$ cat config.mk
export PLATFORM = sky130hd
export DESIGN_NAME = sc_stoch_to_bin_et
export DESIGN_NICKNAME = d
export VERILOG_FILES = /design/src/rtl/sc_conv_pkg.sv /design/src/rtl/sc_ones_counter.sv /design/src/rtl/sc_stoch_to_bin_et.sv
export SDC_FILE = /design/constraint.sdc
export NUM_CORES = 1
export LEC_CHECK = 0
export ABC_AREA = 1
export CORE_MARGIN = 5
export CORE_UTILIZATION = 60
export CTS_CLUSTER_DIAMETER = 200
export CTS_CLUSTER_SIZE = 8
export DETAILED_ROUTE_END_ITERATION = 6
export PLACE_DENSITY = 0.81
export SYNTH_ARGS = -nofsm -noshare
export SYNTH_HDL_FRONTEND = slang
export SYNTH_SLANG_ARGS = --single-unit
$ cat constraint.sdc
create_clock -name clk -period 3.3 [get_ports clk]
set_clock_uncertainty 0.1 [all_clocks]
set_input_delay 0.825 -clock clk [delete_from_list [all_inputs] [get_ports clk]]
set_output_delay 0.825 -clock clk [all_outputs]
set_load 0.01 [all_outputs]
$ cat src/rtl/sc_conv_pkg.sv
// Shared types and helpers for the stochastic-to-binary converter.
// Holds the FSM state encoding and the count-to-binary scaling function.
package sc_conv_pkg;

    typedef enum logic [1:0] {
        IDLE,
        RUN,
        DONE
    } conv_state_t;

    // Scale a ones count back to full precision and clamp to w bits.
    // A run of L = 2^(w-s) bits only overflows when every bit was 1.
    function automatic logic [31:0] sat_scale(
        input logic [31:0] count,
        input logic [31:0] s,
        input logic [31:0] w
    );
        logic [31:0] r;
        logic [31:0] lim;
        r   = count << s;
        lim = (32'd1 << w) - 32'd1;
        return (r > lim) ? lim : r;
    endfunction

endpackage

$ cat src/rtl/sc_ones_counter.sv
// Per-lane ones counter for the stochastic-to-binary converter.
// Clear has priority over enable so a new run always starts from zero.
module sc_ones_counter
    import sc_conv_pkg::*;
#(
    parameter int CW = 9
) (
    input  logic          clk,
    input  logic          rst_n,
    input  logic          i_clr,
    input  logic          i_en,
    input  logic          i_bit,
    output logic [CW-1:0] o_count
);

    logic [CW-1:0] r_count;

    // Accumulate one stream bit per enabled cycle.
    always_ff @(posedge clk or negedge rst_n) begin
        if (!rst_n) begin
            r_count <= '0;
        end else if (i_clr) begin
            r_count <= '0;
        end else if (i_en) begin
            r_count <= r_count + CW'(i_bit);
        end
    end

    assign o_count = r_count;

endmodule

$ cat src/rtl/sc_stoch_to_bin_et.sv
// Stochastic-to-binary converter with early termination.
// Counts ones per lane over 2^(WIDTH-s) valid bits, then rescales by s.
module sc_stoch_to_bin_et
    import sc_conv_pkg::*;
#(
    parameter int WIDTH      = 8,
    parameter int NUM_INPUTS = 8,
    parameter int SHW        = $clog2(WIDTH + 1)
) (
    input  logic                  clk,
    input  logic                  rst_n,
    input  logic                  start,
    input  logic [SHW-1:0]        et_shift,
    input  logic                  bit_valid,
    input  logic [NUM_INPUTS-1:0] Xs,
    output logic                  busy,
    output logic                  done,
    output logic [WIDTH-1:0]      Bzs [NUM_INPUTS]
);

    localparam logic [SHW-1:0] W_S = SHW'(WIDTH);
    localparam logic [WIDTH:0] ONE = (WIDTH + 1)'(1);

    conv_state_t      r_state;
    logic [SHW-1:0]   r_s;
    logic [WIDTH:0]   r_smp;
    logic             r_busy;
    logic             r_done;
    logic [WIDTH-1:0] r_bzs [NUM_INPUTS];

    logic [SHW-1:0]   w_s_new;
    logic [WIDTH:0]   w_len;
    logic             w_accept;
    logic             w_take;
    logic             w_last;
    logic [WIDTH:0]   w_cnt [NUM_INPUTS];
    logic [WIDTH-1:0] w_res [NUM_INPUTS];

    // Shifts beyond WIDTH collapse to a single-bit run.
    assign w_s_new  = (et_shift > W_S) ? W_S : et_shift;
    assign w_len    = ONE << (W_S - r_s);
    assign w_accept = start && ((r_state == IDLE) || (r_state == DONE));
    assign w_take   = (r_state == RUN) && bit_valid;
    assign w_last   = w_take && ((r_smp + ONE) == w_len);

    for (genvar g = 0; g < NUM_INPUTS; g++) begin : g_lane
        sc_ones_counter #(
            .CW (WIDTH + 1)
        ) u_cnt (
            .clk     (clk),
            .rst_n   (rst_n),
            .i_clr   (w_accept),
            .i_en    (w_take),
            .i_bit   (Xs[g]),
            .o_count (w_cnt[g])
        );
    end

    // Final lane values include the bit arriving on the last sample.
    always_comb begin
        for (int i = 0; i < NUM_INPUTS; i++) begin
            w_res[i] = WIDTH'(sat_scale(
                32'(w_cnt[i] + (WIDTH + 1)'(Xs[i])),
                32'(r_s),
                32'(WIDTH)));
        end
    end

    // Run control: latch shift, count samples, publish results.
    always_ff @(posedge clk or negedge rst_n) begin
        if (!rst_n) begin
            r_state <= IDLE;
            r_s     <= '0;
            r_smp   <= '0;
            r_busy  <= 1'b0;
            r_done  <= 1'b0;
            for (int i = 0; i < NUM_INPUTS; i++) begin
                r_bzs[i] <= '0;
            end
        end else begin
            r_done <= 1'b0;
            unique case (r_state)
                IDLE, DONE: begin
                    if (w_accept) begin
                        r_state <= RUN;
                        r_s     <= w_s_new;
                        r_smp   <= '0;
                        r_busy  <= 1'b1;
                    end else begin
                        r_state <= IDLE;
                    end
                end
                RUN: begin
                    if (w_take) begin
                        r_smp <= r_smp + ONE;
                        if (w_last) begin
                            r_state <= DONE;
                            r_busy  <= 1'b0;
                            r_done  <= 1'b1;
                            for (int i = 0; i < NUM_INPUTS; i++) begin
                                r_bzs[i] <= w_res[i];
                            end
                        end
                    end
                end
                default: begin
                    r_state <= IDLE;
                    r_busy  <= 1'b0;
                end
            endcase
        end
    end

    assign busy = r_busy;
    assign done = r_done;
    assign Bzs  = r_bzs;

endmodule
Word-level counts from Yosys, hierarchy flattened

Index checks and enable logic that the tools add are counted.

Shifts and indexed selects: 9
Multiplexer cells: 39
Order comparisons: 9
$add $sub $neg: 18
Eq/ne operators: 6
Reduce and logical (&&, ||, !) cells: 13

Operators with widths:

| kind                                                                             | number |
|---|---|
| 32-bit by 8-bit greater-than comparator with 1-bit output, second input constant | 8 |
| 10-bit by 4-bit left shift with 32-bit output                                    | 8 |
| 9-bit two-way mux                                                                | 18 |
| 9-bit by 1-bit adder with 10-bit output                                          | 8 |
| 9-bit by 1-bit adder with 9-bit output                                           | 8 |
| 8-bit two-way mux                                                                | 8 |
| 9-bit one-hot mux with 2 select lines                                            | 1 |
| 9-bit by 1-bit adder with 9-bit output, second input constant                    | 1 |
| 9-bit equality test                                                              | 1 |
| 3-bit AND reduction                                                              | 3 |
| 1-bit by 4-bit left shift with 9-bit output, first input constant                | 1 |
| 1-bit two-way mux                                                                | 7 |
| 4-bit greater-than comparator, second input constant                             | 1 |
| 2-bit two-way mux                                                                | 2 |
| 4-bit two-way mux                                                                | 1 |
| 2-bit != test, second input constant                                             | 2 |
| 2-bit one-hot mux with 2 select lines                                            | 1 |
| 2-bit AND reduction                                                              | 2 |
| 2-bit nonzero test                                                               | 2 |
| 4-bit subtractor, first input constant                                           | 1 |
| 1-bit logical AND                                                                | 3 |
| 2-bit by 1-bit equality test with 1-bit output, second input constant            | 1 |
| 2-bit equality test, second input constant                                       | 1 |
| 2-bit zero test                                                                  | 1 |
| 4 further kinds                                                                  | 4 |

Word-level logic and storage cells: 115
Output and inout bits: 66
Input port bits: 16
Register bits after elaboration: 153

Logic depth before layout (Yosys ltp)

Gate-level depths: netlist of run 1.

Word-level depth: 7
Gate-level depth with buffers: 19
Gate-level depth less buffers: 19

By module

Synthesis of run 1 repeated with hierarchy kept, for this count alone.

Cells, all modules: 2295
Area total of the unflattened synthesis: 13995.9 sq um

Modules (own cells, without submodules):

| module             | sequential area each (sq um) | area each (sq um) | times used | cells an instance |
|---|---|---|---|---|
| sc_stoch_to_bin_et | 2026.9                       | 9581.7            | 1          | 1735 |
| sc_ones_counter    | 225.2                        | 551.8             | 8          | 70 |

Worst setup path after synthesis of run 1

Ideal clock, no wire load.

Path kind: register to register
Start point: register r_s[2]
End point: register r_bzs, in the netlist Bzs[44]
Buffers on the path: 4
Data arrival time: 2.714 ns
Data required time: 3.087 ns
Clock period less this slack: 2.927 ns
Stages on the path, launching flop included: 19
Library setup time: 0.113 ns
Slack: 0.373 ns
Cells stage by stage: dfrtp_1 -> inv_2 -> clkbuf_1 -> buf_1 -> ha_1 -> nor2_1 -> nand2_1 -> xnor2_1 -> nand2_1 -> nor2_1 -> nand3_1 -> nor2_1 -> nand3_2 -> buf_6 -> buf_6 -> nor2_1 -> nand3_1 -> nand2_1 -> inv_1

Cells in the longest elaborated chain, start to end: 5
Elaborated cells on any way between the ends: 8
Classes of those cells: add/sub (1); order compare (1); eq/ne (1); shift (2); mux (1); reduce/logical (2)

RTL lines:

| element                                                                                                           | line                      | RTL |
|---|---|---|
| from (decl)                                                                                                       | sc_stoch_to_bin_et.sv:25  | `logic [SHW-1:0] r_s;` |
| from (signal assigned)                                                                                            | sc_stoch_to_bin_et.sv:86  | `r_s <= w_s_new;` |
| parallel branches: the longest is 5 deep, another holds 32-bit by 8-bit greater-than comparator with 1-bit output | n/a                       |  |
| to (signal, indexed assignment)                                                                                   | sc_stoch_to_bin_et.sv:101 | `r_bzs[i] <= w_res[i];` |
| to (decl)                                                                                                         | sc_stoch_to_bin_et.sv:29  | `logic [WIDTH-1:0] r_bzs [NUM_INPUTS];` |

Parallel ways; which one is timed is not known.
A chain may end at the register's enable or synchronous reset.

Worst setup path after layout of run 1

Start point: register r_s[1]
End point: register r_bzs, in the netlist Bzs[3]

Same word-level chain as after synthesis.

==> results of run 1 <==
state kept, by name, indices dropped and copies added (netlist names):
name,flops
Bzs,64
busy,1
done,1
g_lane.u_cnt.o_count,72
r_s,4
r_smp,9
r_state,2
layout by cell type (no fill, tap or decap), drive strengths merged, types with 10 or more instances in the layout:
master and instances:
a21oi 29, o22ai 36, clkbuf 17, nand2 524, o21ai 99, nand4 23
buf 62, nor2 186, dfrtp 153, nor3 10, or2 65, ha 19
inv 202, xor2 15, nand3 269, clkdlybuf4s50 80
worst register-to-register path, delay by kind of cell (launching register included):
| family | cells | cell delay, ns |
|---|---|---|
| and+or+nand+nor | 10 | 1.38 |
| DFF | 1 | 0.38 |
| buffers and inverters | 4 | 1.05 |
| AOI/OAI and AO/OA | 1 | 0.06 |
per-layer routing:
layer  vias to the layer above  track usage (%)
li1                       5771                -
met1                      5445             36.4
met2                       468             51.8
met3                       101             4.71
met4                         0             13.2
met5                         -                0
metrics by stage:
stage / cells / cell area [um^2] / setup TNS [ns] / utilization (%)
6_report: 2065 / 12900 / 0 / 71.4
5_1_grt: 2065 / 12900 / 0 / 71.4
4_1_cts: 2065 / 12900 / 0 / 71.4
3_5_place_dp: 2033 / 12300 / -1.37 / 68.2
3_3_place_gp: 2033 / 12300 / -0.0329 / 68.2
2_1_floorplan: 1738 / 11100 / 0 / -
report_power, final:
| group | total (uW) | internal, uW | switching (uW) |
|---|---|---|---|
| Sequential | 3380 | 2730 | 655 |
| Clock | 1970 | 1070 | 900 |
| Combinational | 8910 | 3310 | 5600 |
| Total | 14300 | 7100 | 7160 |
kinds of logic after synthesis:
logic type,count (synthesis),synth area share [%]
AOI/OAI and AO/OA,188,9.53
xor gates and xnor gates,19,1.50
adders and majority gates,19,2.14
buffers and inverters,270,9.87
DFF,153,34.5
and+or+nand+nor,1089,42.5
area by class of cell:
cell class,instances,area share (%)
flip-flops and latches,153,29.7
repair buffers,142,10.1
clock inverters,15,1.20
multi-input cells,1315,47.9
well taps,229,2.22
inverters,194,5.64
clock buffers,17,3.29
worst min-delay path by stage:
stage	from	endpoint	slack, ns	cells past startpoint
after detailed placement	r_state[0]$_DFFE_PN0P_	busy$_DFFE_PN0P_	0.35	1
after CTS	rst_n	g_lane[4].u_cnt.o_count[4]$_DFFE_PN0P_	0.32	1
after global routing	rst_n	g_lane[4].u_cnt.o_count[4]$_DFFE_PN0P_	0.35	1
final	rst_n	g_lane[4].u_cnt.o_count[4]$_DFFE_PN0P_	0.30	1
after floorplan	r_state[0]$_DFFE_PN0P_	busy$_DFFE_PN0P_	0.32	1
after global placement	r_state[0]$_DFFE_PN0P_	busy$_DFFE_PN0P_	0.34	1
==> results.ini, run 1 <==
[global_routing]
grt_pass1_vias=11300
antenna_found_initial=0
grt_max_degree=72
track_usage_pct=29.7
grt_overflow=0
grt_pass1_wl_mm=52.8

[routing]
via_per_inst=5.71
highest_layer=met4
initialDrtViolationCount=1195
ant_nets=0
met2_length_mm=15.3
drtPass1Iterations=7
vias=11800
drt-met1-wl_mm=12.8
route.met3.wl_mm=2.01
detail_route.wirelength_mm=31.3
drc=0
post_drt_wl_per_cell_um=15.2

[critical_path]
r2r-end=Bzs[3]$_DFFE_PN0P_
reg2reg_slack_ns=0.23
reg2reg_from=r_s[1]$_DFFE_PN0P_
crit_type=register to register
slowest_delay_ns=0.57
reg2regPathDepth=15
critPathTopFamily=simple AND/OR/NAND/NOR gates
critPathMaxFanout=66
cp.required_ns=3.54
cp-startpoint=r_s[1]$_DFFE_PN0P_
worstPathCellList=buf_4 -> nand2_1 -> clkinv_1 -> a21oi_1 -> nor3_1 -> nand2_1 -> nor2_1 -> nand3_1 -> nor2_1 -> nand3_2 -> buf_4 -> nor2_1 -> nand3_1 -> nand2_1 -> inv_1
critPathLaunchType=register
crit_end=Bzs[3]$_DFFE_PN0P_
worst_ep_arrival_time_ns=3.31
crit_path_end_kind=register
cp_slowest_cell=buf_4
cp.depth=15
critical_path_buf_inv_count=4

[placement]
port_buffers=81
dpl.hpwl_mm=22.1
pre_cts_ws_ns=-0.0828
finalWeightedCongestion=0.990

[finish]
final_nets=1858
syn2layout_area_growth_pct=16.4
diodes=0
fill_cells=1555
multi_input_area_um2=6180
drive_gt1_share_pct=6.48
regArea_um2=3830

[floorplanning]
coreArea_um2=18100
row_count=49
die_w_um=146
dieArea_um2=21300
die_y_um=146
io_pins=82
start_util_pct=61.4

[timing]
rsz0062_at_grt=no
min_period_ns=3.07
setup_slack_ns=0.225
maxSlewHeadroom_pct=52.6
tightest_slew_ns=0.710
finalCritPeriodShare_pct=93.2
max_clock_freq_mhz=325
finalHoldViolations=0
timing.hold.ws_ns=0.302
setup_viol=0
slew_violations=0

[pwr]
power_uw=14300
p_per_area_nw_per_um2=1100
ir_drop_v=0.000766
power.leakage_uw=0.00654

[clock_network]
worstSkewPairLatency_ns=0.44
cts_buffers=17
clk_pin_slew_ns=0.07
cts.htree.levels=4
clockRootBuffer=clkbuf_16
post_cts_buffers=0
tritoncts=done
clockBufferDepth=2
cts_hold_buffers=0
cts_resized=0
cts.sinks=153

[synth]
ys_ff_latch=153
synth_edf_count=0
yosys.area.top_type=dfrtp_1
ys.flop_type=dfrtp_1
synth_area_um2=11100
seq_area_frac_synth_pct=34.5
yosysWarnings=0
syn_area_per_cell_um2=6.39
synth_commonest_cells=523 x nand2_1, 268 x nand3_1, 189 x inv_1
synth_area_leaders=dfrtp_1 34%, nand2_1 18%, nand3_1 12%
yosys.area.top_type_share_pct=34.5
async_flop_share_pct=100
yosysUniqueCellTypes=39
syn_nets=1773
synthCells=1738
synth.most_common_cell=nand2_1

[min_path]
worstHoldPathType=input port to async pin

[run]
cap_violations=0

[run_status]
status=completed

(Power assumes the default switching activity.)
==> run 2, diff against run 1 <==
--- a/config.mk
+++ b/config.mk
@@ -11,7 +11,7 @@
 export CTS_CLUSTER_DIAMETER = 200
 export CTS_CLUSTER_SIZE = 8
 export DETAILED_ROUTE_END_ITERATION = 6
-export PLACE_DENSITY = 0.81
+export PLACE_DENSITY_LB_ADDON = 0.08
 export SYNTH_ARGS = -nofsm -noshare
 export SYNTH_HDL_FRONTEND = slang
 export SYNTH_SLANG_ARGS = --single-unit
==> results.ini, run 2 (synthesis gave the netlist of run 1 again) <==
[global_routing]
grt_pass1_vias=11600
met2_usage_pct=53.8
grt_pass1_wl_mm=53.7
grt_busiest_layer=met2
track_usage_pct=30.2
grtUsageMet3_pct=4.74
grtUsageMet1_pct=36.0
grt_overflow=0
antenna_found_initial=0
grt_max_degree=72

[clock_network]
cts_buffers=17
cts.htree.levels=4
clk_pin_slew_ns=0.06
clockRootBuffer=clkbuf_16
cts.sinks=153
clockBufferDepth=2
worstSkewPairLatency_ns=0.44
post_cts_buffers=0
cts_hold_buffers=0
tritoncts=done
cts_resized=0

[timing]
rsz0062_at_grt=no
setup_viol=0
finalHoldViolations=0
finalCritPeriodShare_pct=91.5
tightest_slew_ns=0.748
min_period_ns=3.02
max_clock_freq_mhz=331
slew_violations=0
timing.hold.ws_ns=0.292
maxSlewHeadroom_pct=49.9

[pwr]
power.leakage_uw=0.00652
ir_drop_v=0.000705
p_per_area_nw_per_um2=1120

[critical_path]
reg2reg_from=r_s[0]$_DFFE_PN0P_
reg2regPathDepth=16
cp_slowest_cell=dfrtp_2
critPathTopFamily=simple AND/OR/NAND/NOR gates
slowest_delay_ns=0.42
critical_path_buf_inv_count=4
reg2reg_slack_ns=0.28
critPathMaxFanout=18
cp.required_ns=3.53
r2r-end=Bzs[63]$_DFFE_PN0P_
crit_type=register to register
critPathLaunchType=register
worstPathCellList=buf_4 -> inv_2 -> nand2_2 -> nor2_4 -> nand2_1 -> nand2_1 -> nor2_1 -> xor2_1 -> nand3_1 -> nor2_1 -> nand3_2 -> buf_4 -> nor2_1 -> nand3_1 -> nand2_1 -> inv_1
worst_ep_arrival_time_ns=3.25
crit_path_end_kind=register

[routing]
detail_route.wirelength_mm=31.8
drc=2
initialDrtViolationCount=910
post_drt_wl_per_cell_um=15.4
via_per_inst=5.73
ant_nets=0
drtPass1Iterations=7
vias=11800

[placement]
placed_cell_area_um2=12300
port_buffers=81
dpl.hpwl_mm=22.0
finalWeightedCongestion=0.905

[finish]
utilization_pct=71.5
regArea_um2=3830
final_cell_mix=523 x nand2_1, 268 x nand3_1, 188 x inv_1
final_cell_area_um2=12900
multi_input_area_um2=6180
syn2layout_area_growth_pct=16.5
fill_cells=1582
largest_reg_flops=72
drive_gt1_share_pct=6.07
diodes=0
layout_commonest_cell=nand2_1
final_nets=1852

[run_status]
status=finished with violations
violations=DRC

[floorplanning]
dieArea_um2=21300
row_count=49
die_w_um=146
io_pins=82
start_util_pct=61.4
coreArea_um2=18100
die_y_um=146

[run]
cap_violations=0

[min_path]
worstHoldPathType=input port to async pin

==> run 2: changes by cell type in the layout (fill, tap and decap cells not counted), sizes merged <==
cell	previous run	this run
buf	62	56
bufinv	1	2
clkbuf	17	20
clkinv	4	3
clkinvlp	2	5
inv	202	196
==> run 2: final cells by class <==
class / count / share of cell area (%)
tap: 229 / 2.22
inverter: 194 / 5.63
timing repair buffer: 136 / 10.1
clock inverter: 12 / 1.06
multi-input combinational: 1315 / 47.8
sequential: 153 / 29.6
clock buffer: 20 / 3.61
==> run 2: worst register-to-register path, stage by stage, from the launching register on <==
cell and delay [ns]:
dfrtp_2 0.42, buf_4 0.21, inv_2 0.09, nand2_2 0.07
nor2_4 0.42, nand2_1 0.14, nand2_1 0.15, nor2_1 0.07
xor2_1 0.13, nand3_1 0.08, nor2_1 0.13, nand3_2 0.22
buf_4 0.26, nor2_1 0.13, nand3_1 0.16, nand2_1 0.10
inv_1 0.04
==> run 2: power by group <==
part           total [uW]  internal, uW  switching, uW  leakage (uW)
combinational        9080          3390           5690       0.00436
sequential           3400          2730            676       0.00188
clock                2030          1180            848      0.000282
total               14500          7300           7210       0.00652
==> run 2: metal layers <==
layer | wire (um) | vias up
li1 | - | 5762
met1 | 12600 | 5480
met2 | 16000 | 454
met3 | 2030 | 107
met4 | 1130 | 0
met5 | 0 | -
==> run 2: worst max path at each step <==
stage | to | from | cells past startpoint | slack [ns]
after global routing | Bzs[13]$_DFFE_PN0P_ | Xs[6] | 15 | 0.02
after global placement | Bzs[30]$_DFFE_PN0P_ | Xs[4] | 15 | -0.05
after detailed placement | Bzs[30]$_DFFE_PN0P_ | Xs[4] | 15 | -0.13
after CTS | Bzs[30]$_DFFE_PN0P_ | Xs[4] | 15 | 0.31
final | Bzs[63]$_DFFE_PN0P_ | r_s[0]$_DFFE_PN0P_ | 16 | 0.28
after floorplan | Bzs[44]$_DFFE_PN0P_ | r_s[2]$_DFFE_PN0P_ | 18 | 0.37
==> run 2: metrics by stage <==
stage / setup WS, ns / instances / setup TNS, ns / total power [uW]
floorplan: 0.373 / 1738 / 0 / 9340
global placement: -0.0474 / 2027 / -0.141 / 12100
detailed placement: -0.127 / 2027 / -0.808 / 12300
CTS: 0.312 / 2059 / 0 / 14400
global route: 0.0154 / 2059 / 0 / 15800
finish: 0.281 / 2059 / 0 / 14500
